**src/rtl/controle_alarme.sv**
```systemverilog
// Alarm controller fed by the sequence detector's alarme output.
// Arms/disarms the system, latches a rising edge on alarme as a trigger,
// blinks the siren with a minimum on-time before acknowledge is accepted,
// and keeps a saturating count of trigger events.
module controle_alarme #(
  parameter int BLINK_HALF = 4,
  parameter int HOLD_MIN   = 16,
  parameter int CNT_W      = 8
) (
  input  logic             clk,
  input  logic             reset,
  input  logic             armar,
  input  logic             alarme,
  input  logic             ack,
  output logic             sirene,
  output logic             led_armado,
  output logic             disparado,
  output logic [CNT_W-1:0] eventos
);

  localparam int HoldW  = $clog2(HOLD_MIN + 1);
  localparam int BlinkW = (BLINK_HALF > 1) ? $clog2(BLINK_HALF) : 1;

  localparam logic [HoldW-1:0]  HoldMax   = HoldW'(HOLD_MIN);
  localparam logic [BlinkW-1:0] BlinkLast = BlinkW'(BLINK_HALF - 1);
  localparam logic [CNT_W-1:0]  EvMax     = '1;

  typedef enum logic [1:0] {
    DESARMADO,
    ARMADO,
    DISPARADO,
    SILENCIADO
  } state_t;

  state_t             state_q;
  state_t             state_d;
  logic               alarme_q;
  logic [HoldW-1:0]   holdCnt_q;
  logic [BlinkW-1:0]  blinkCnt_q;
  logic               sirene_q;
  logic               ledArmado_q;
  logic               disparado_q;
  logic [CNT_W-1:0]   eventos_q;
  logic               rise;
  logic               holdDone;

  assign rise     = alarme & ~alarme_q;
  assign holdDone = (holdCnt_q == HoldMax);

  assign sirene     = sirene_q;
  assign led_armado = ledArmado_q;
  assign disparado  = disparado_q;
  assign eventos    = eventos_q;

  // Next-state selection; disarm wins over a simultaneous rise, and only a
  // held-long-enough acknowledge can leave the triggered state.
  always_comb begin
    state_d = state_q;
    case (state_q)
      DESARMADO: begin
        if (armar) state_d = ARMADO;
      end
      ARMADO: begin
        if (!armar)    state_d = DESARMADO;
        else if (rise) state_d = DISPARADO;
      end
      DISPARADO: begin
        if (ack && holdDone) state_d = alarme ? SILENCIADO : ARMADO;
      end
      SILENCIADO: begin
        if (!alarme) state_d = ARMADO;
      end
      default: state_d = DESARMADO;
    endcase
  end

  // State register plus all registered outputs, counters and the edge-detect flop.
  always_ff @(posedge clk or negedge reset) begin
    if (!reset) begin
      state_q     <= DESARMADO;
      alarme_q    <= 1'b0;
      holdCnt_q   <= '0;
      blinkCnt_q  <= '0;
      sirene_q    <= 1'b0;
      ledArmado_q <= 1'b0;
      disparado_q <= 1'b0;
      eventos_q   <= '0;
    end else begin
      alarme_q    <= alarme;
      state_q     <= state_d;
      ledArmado_q <= (state_d != DESARMADO);
      disparado_q <= (state_d == DISPARADO) || (state_d == SILENCIADO);
      case (state_q)
        DESARMADO: begin
          sirene_q <= 1'b0;
          if (!armar && ack) eventos_q <= '0;
        end
        ARMADO: begin
          if (state_d == DISPARADO) begin
            sirene_q   <= 1'b1;
            holdCnt_q  <= '0;
            blinkCnt_q <= '0;
            if (eventos_q != EvMax) eventos_q <= eventos_q + 1'b1;
          end else begin
            sirene_q <= 1'b0;
          end
        end
        DISPARADO: begin
          if (state_d != DISPARADO) begin
            sirene_q   <= 1'b0;
            holdCnt_q  <= '0;
            blinkCnt_q <= '0;
          end else begin
            if (!holdDone) holdCnt_q <= holdCnt_q + 1'b1;
            if (blinkCnt_q == BlinkLast) begin
              sirene_q   <= ~sirene_q;
              blinkCnt_q <= '0;
            end else begin
              blinkCnt_q <= blinkCnt_q + 1'b1;
            end
          end
        end
        default: begin
          sirene_q <= 1'b0;
        end
      endcase
    end
  end

endmodule

```
**config.mk**
```make
export PLATFORM = sky130hd
export DESIGN_NAME = controle_alarme
export DESIGN_NICKNAME = d
export VERILOG_FILES = /design/src/rtl/controle_alarme.sv
export SDC_FILE = /design/constraint.sdc
export NUM_CORES = 1
export LEC_CHECK = 0
export CORE_ASPECT_RATIO = 1.2
export CORE_MARGIN = 3
export CORE_UTILIZATION = 35
export DETAILED_ROUTE_END_ITERATION = 6
export GPL_TIMING_DRIVEN = 0
export PLACE_DENSITY = 0.64
export SLEW_MARGIN = 30
export SYNTH_ARGS = -nofsm -noshare
export SYNTH_HDL_FRONTEND = slang
export SYNTH_SLANG_ARGS = --single-unit
```
**constraint.sdc**
```tcl
create_clock -name clk -period 2.6 [get_ports clk]
set_input_delay 0.52 -clock clk [delete_from_list [all_inputs] [get_ports clk]]
set_output_delay 0.52 -clock clk [all_outputs]
set_load 0.02 [all_outputs]
```
Word level (Yosys, flattened, before mapping). Index checks and enable logic that the tools add are counted.

$lt $le $gt $ge: 0. Reduce and logical (&&, ||, !) cells: 11. Shift operators: 0. Add/subtract/negate cells: 3. Mux-type cells: 23. Div/mod/pow operators: 0. Eq/ne operators: 14. Multipliers: 0. Bitwise logic cells: 3.

Operators by type and width (count): 8-bit two-way mux (3); 2-bit two-way mux (9); 8-bit one-hot mux with 2 select lines (1); 5-bit two-way mux (3); 2-bit equality test, second input constant (5); 5-bit one-hot mux with 2 select lines (1); 8-bit by 1-bit adder with 8-bit output, second input constant (1); 2-bit != test, second input constant (4); 8-bit != test, second input constant (1); 2-bit one-hot mux with 4 select lines (1); 3-bit != test, second input constant (2); 2-bit nonzero test (3); 5-bit by 1-bit adder with 5-bit output, second input constant (1); 5-bit equality test, second input constant (1); 2-bit one-hot mux with 2 select lines (1); 4-bit AND reduction (1); 1-bit two-way mux (3); 3-bit AND reduction (1); 2-bit by 1-bit adder with 2-bit output, second input constant (1); 2-bit by 1-bit equality test with 1-bit output, second input constant (1); 1-bit logical AND (2); 2-bit logical NOT (1); 1-bit NOT (2); 1-bit one-hot mux with 2 select lines (1); other kinds (4) (4).

Bits in read-only memories: 0. Memories: 0. Bits in registers: 21. Memory bits (writable): 0. Output and inout bits: 11. Logic and storage cells: 62. Latch bits: 0. Bits of input ports: 5.

Longest topological paths before layout.
Depth in word-level cells: 8. Depth in mapped cells: 10. Depth with buffers taken out: 8.

Worst setup path after synthesis. OpenSTA, ideal clock, no wires.

Kind: reg-to-reg. Start: register state_q[1]. End: register blinkCnt_q[1]. Path slack: 0.179 ns. Data required time: 2.534 ns. Data arrival time: 2.354 ns. Buffers on the path: 2. Setup time: 0.066 ns. Stages on the path, launching flop included: 11. Clock period less this slack: 2.421 ns. Path through: dfrtp_1 > inv_1 > ha_1 > buf_6 > a22o_1 > a221o_1 > a221o_2 > and2_4 > buf_6 > mux2i_4 > a32o_2.

Word-level cells in the longest chain between the ends: 6. Elaborated cells on any way between the ends: 17. Classes of those cells: eq/ne (6); mux (8); reduce/logical (3).

RTL lines: start, declared (RTL line 35) `state_t state_q;`; start signal, assigned (RTL line 90) `state_q <= state_d;`; 2-bit two-way mux (RTL line 65) `else if (rise) state_d = DISPARADO;`; 2-bit two-way mux (RTL line 64) `if (!armar) state_d = DESARMADO;`; 2-bit one-hot mux with 4 select lines (*) (RTL line 59) `case (state_q)`; named net state_d[1] (RTL line 36) `state_t state_d;`; 2-bit != test or 2-bit equality test (tied branches) (RTL line 109, 99); 2-bit two-way mux or 2-bit != test (tied branches); 2-bit one-hot mux with 2 select lines or 2-bit AND reduction (tied branches); end signal, assigned (RTL line 119) `blinkCnt_q <= blinkCnt_q + 1'b1;`; end, declared (RTL line 39) `logic [BlinkW-1:0] blinkCnt_q;`.

Mark *: on every way through the listed nets, which the timed path passes. The rest lies on a longest branch. A chain may end at the register's enable or synchronous reset.

Worst setup path in the final report.
Start: register state_q[0]. End: register holdCnt_q[1].

Elaborated cells on any way between the ends: 18. Classes of those cells: eq/ne (7); mux (8); reduce/logical (3).

RTL lines: 2-bit equality test, or another cell as far along (RTL line 59); 2-bit one-hot mux with 4 select lines (*) (RTL line 59); named net state_d[1] (RTL line 36); 2-bit != test or 2-bit equality test (tied branches) (RTL line 109, 99); 3-bit != test (no line), or another cell as far along; 3-bit AND reduction (no line) or 5-bit one-hot mux with 2 select lines (tied branches); end signal, assigned (RTL line 114) `if (!holdDone) holdCnt_q <= holdCnt_q + 1'b1;`; end, declared (RTL line 38) `logic [HoldW-1:0] holdCnt_q;`.

Marks and branches as above.

==> reports/metrics.yaml <==
run_status: "finished clean"
dieWidth_um: 60.7
root_buffer: "clkbuf_8"
placed_area_mm2: 0.00145
portBuffers: 15
clkSinkCount: 21
setup-violations-final: 0
finalInstanceArea_mm2: 0.00151
initial_core_util_pct: 37.0
grt_usage_pct: 13.5
report.final.slew_viol_count: 0
ant_nets: 0
max_freq_ghz: 0.399
grt_pass1_wl_um: 4580
fin_cells: 183
die_area_mm2: 0.00435
synth_adder_area_share_pct: 8.96
min_period_ns: 2.51
synth_area_leaders: "dfrtp_1 (42%), ha_1 (9.0%), nand3_1 (3.6%), nand2_1 (3.6%), o2bb2ai_1 (3.5%)"
grt_pass1_vias: 1028
vdd_drop_max_mv: 0.289
drt-vias-per-instance: 5.64
synthMuxAreaShare_pct: 3.39
worst_hold_path_type: "input port to asynchronous set/reset pin"
ys_top_cells_by_count: "dfrtp_1 (21), nand2_1 (12), inv_1 (10)"
maxCapViolCount: 0
grt_overflow: 0
finalCritPeriodShare_pct: 96.4
synth-simple-area-share_pct: 18.2
ioPinCount: 16
routed_wirelength_um: 2690
power.leakage_nw: 0.651
drc: 0
antenna_cells: 0
grt_max_degree: 22
clk_pin_slew_ns: 0.07
synth-main-ff-cell: "dfrtp_1"
synth_top_area_share_pct: 41.8
place.gp.congestion: 0.801
vias: 1033
drt_iter0_markers: 60
firstDrtPassIters: 4
worstPathRequired_ns: 2.78
htree_num_levels: 1
avgSynthCellArea_um2: 9.89
finalWorstSetupSlack_ns: 0.0931
end_kind: "register"
synth_compound_area_share_pct: 19.8
synth-seq-cells: 21
rows: 23
dpl.hpwl_um: 1970
crit_type: "register to register"
holdWs_ns: 0.212
finalHoldViolations: 0
power-per-cell-area_mw_per_mm2: 986
critical_path.max_fanout: 10
wire_per_inst_um: 14.7
cp.arrival_ns: 2.68
yosys_warnings: 0
netlist_area_mm2: 0.00126
startpoint_type: "register"
dp.cells: 179
n_fill_cell: 334
synth_top_cell_by_area: "dfrtp_1"
die_h_um: 71.6
cts_tree: "built"
tightestPinTransition_ns: 0.479
num-nets-final: 161
cts_inserted_buffers: 3
async_reset_ff_share_pct: 100
drive_gt1_share_pct: 13.0
slew_headroom_pct: 68.1
synth_cell_types: 39
synth.most_common_cell: "dfrtp_1"
pre_cts_ws_ns: -0.236
cts_hold_buf: 0
area_growth_pct: 20.5
yosysSeqAreaShare_pct: 41.8
postSynthCellCount: 127
worstSkewPairLatency_ns: 0.25
finalClockSkew_ns: 0.00200
core-area_mm2: 0.00340
syn-num-nets: 141
synth_xor_area_share_pct: 2.09
clock_path_buffers: 2
synth_top_family_by_area: "compound AO/OA/AOI/OAI gates"
antenna_found_initial: 0
synth_edf_count: 0
worst paths after layout:
check                              start       endpoint  slack (ns)  cells past startpoint
setup / recovery              state_q[0]   holdCnt_q[1]        0.09                      9
hold / removal                     reset     eventos[0]        0.21                      1
setup reg to reg              state_q[0]   holdCnt_q[1]        0.09                      9
hold reg to reg            blinkCnt_q[1]  blinkCnt_q[1]        0.51                      1
max in group asynchronous          reset     state_q[0]        2.03                      1
min in group clk           blinkCnt_q[1]  blinkCnt_q[1]        0.51                      1
critical path, cell delays in order, from the launching register on:
cell       delay (ns)
dfrtp_2          0.41
ha_1             0.21
buf_6            0.14
a22o_1           0.23
a221o_1          0.32
a221o_2          0.41
and2_4           0.17
buf_6            0.13
mux2i_4          0.24
o2bb2ai_1        0.16
kinds of logic after synthesis:
group           after synthesis
simple gates                 44
xor+xnor                      3
compound gates               32
flops                        21
mux                           3
buf+inv                      15
fa+ha+maj                     9
per-layer routing:
layer	part of all wire, %	track usage, %	routed length, um	vias up
li1	-	-	-	502
met1	46	18.0	1250	506
met2	49	21.2	1310	21
met3	3.0	2.16	81	4
met4	1.7	6.02	46	0
met5	0	0	0	-
per-stage QoR:
stage	total power (W)	util (%)	TNS, ns
2_1_floorplan	0.00104	-	0
3_3_place_gp	0.00122	42.8	-1.56
3_5_place_dp	0.00126	42.8	-2.17
4_1_cts	0.00149	44.3	0
5_1_grt	0.00162	44.6	-0.0000719
6_report	0.00149	44.6	0
layout by cell type (no fill, tap or decap), types with 2 or more instances in the layout:
cell type,instances
nand3_1,9
a21oi_1,3
mux2i_1,2
buf_4,2
and2_1,2
dfrtp_1,19
o21ai_0,4
clkdlybuf4s50_1,13
a221o_1,2
o31ai_1,5
nor3_1,4
nand2_1,12
xor2_1,2
nor2_1,4
o211ai_1,5
o2bb2ai_1,5
nand2b_1,3
dfrtp_2,2
ha_1,8
inv_1,10
buf_6,2
clkbuf_8,3
registers in the layout, summed over array words and instances (netlist names):
name and flops:
led_armado 1, eventos 8, alarme_q 1, sirene 1, holdCnt_q 5, disparado 1, state_q 2, blinkCnt_q 2
where the power goes:
group,switching (W),internal (W),leakage (nW)
Clock,0.0000990,0.000109,0.0228
Combinational,0.000464,0.000364,0.349
Sequential,0.0000547,0.000403,0.279
timing repair:
action	in CTS	in global routing
pin swaps	0	2
endpoints found under the setup margin	10	14
gates cloned	0	0
setup buffers	1	1
resized for setup	1	5
layout make-up:
type / count / area (um^2) / area share (%)
multi-input cells: 91 / 667 / 44.0
well taps: 37 / 46.3 / 3.06
repair buffers: 17 / 163 / 10.7
plain buffers: 3 / 27.5 / 1.82
flip-flops and latches: 21 / 528 / 34.9
inverters: 10 / 37.5 / 2.48
clock buffers: 4 / 45.0 / 2.98
No activity file was read; power rests on OpenSTA's default activity.
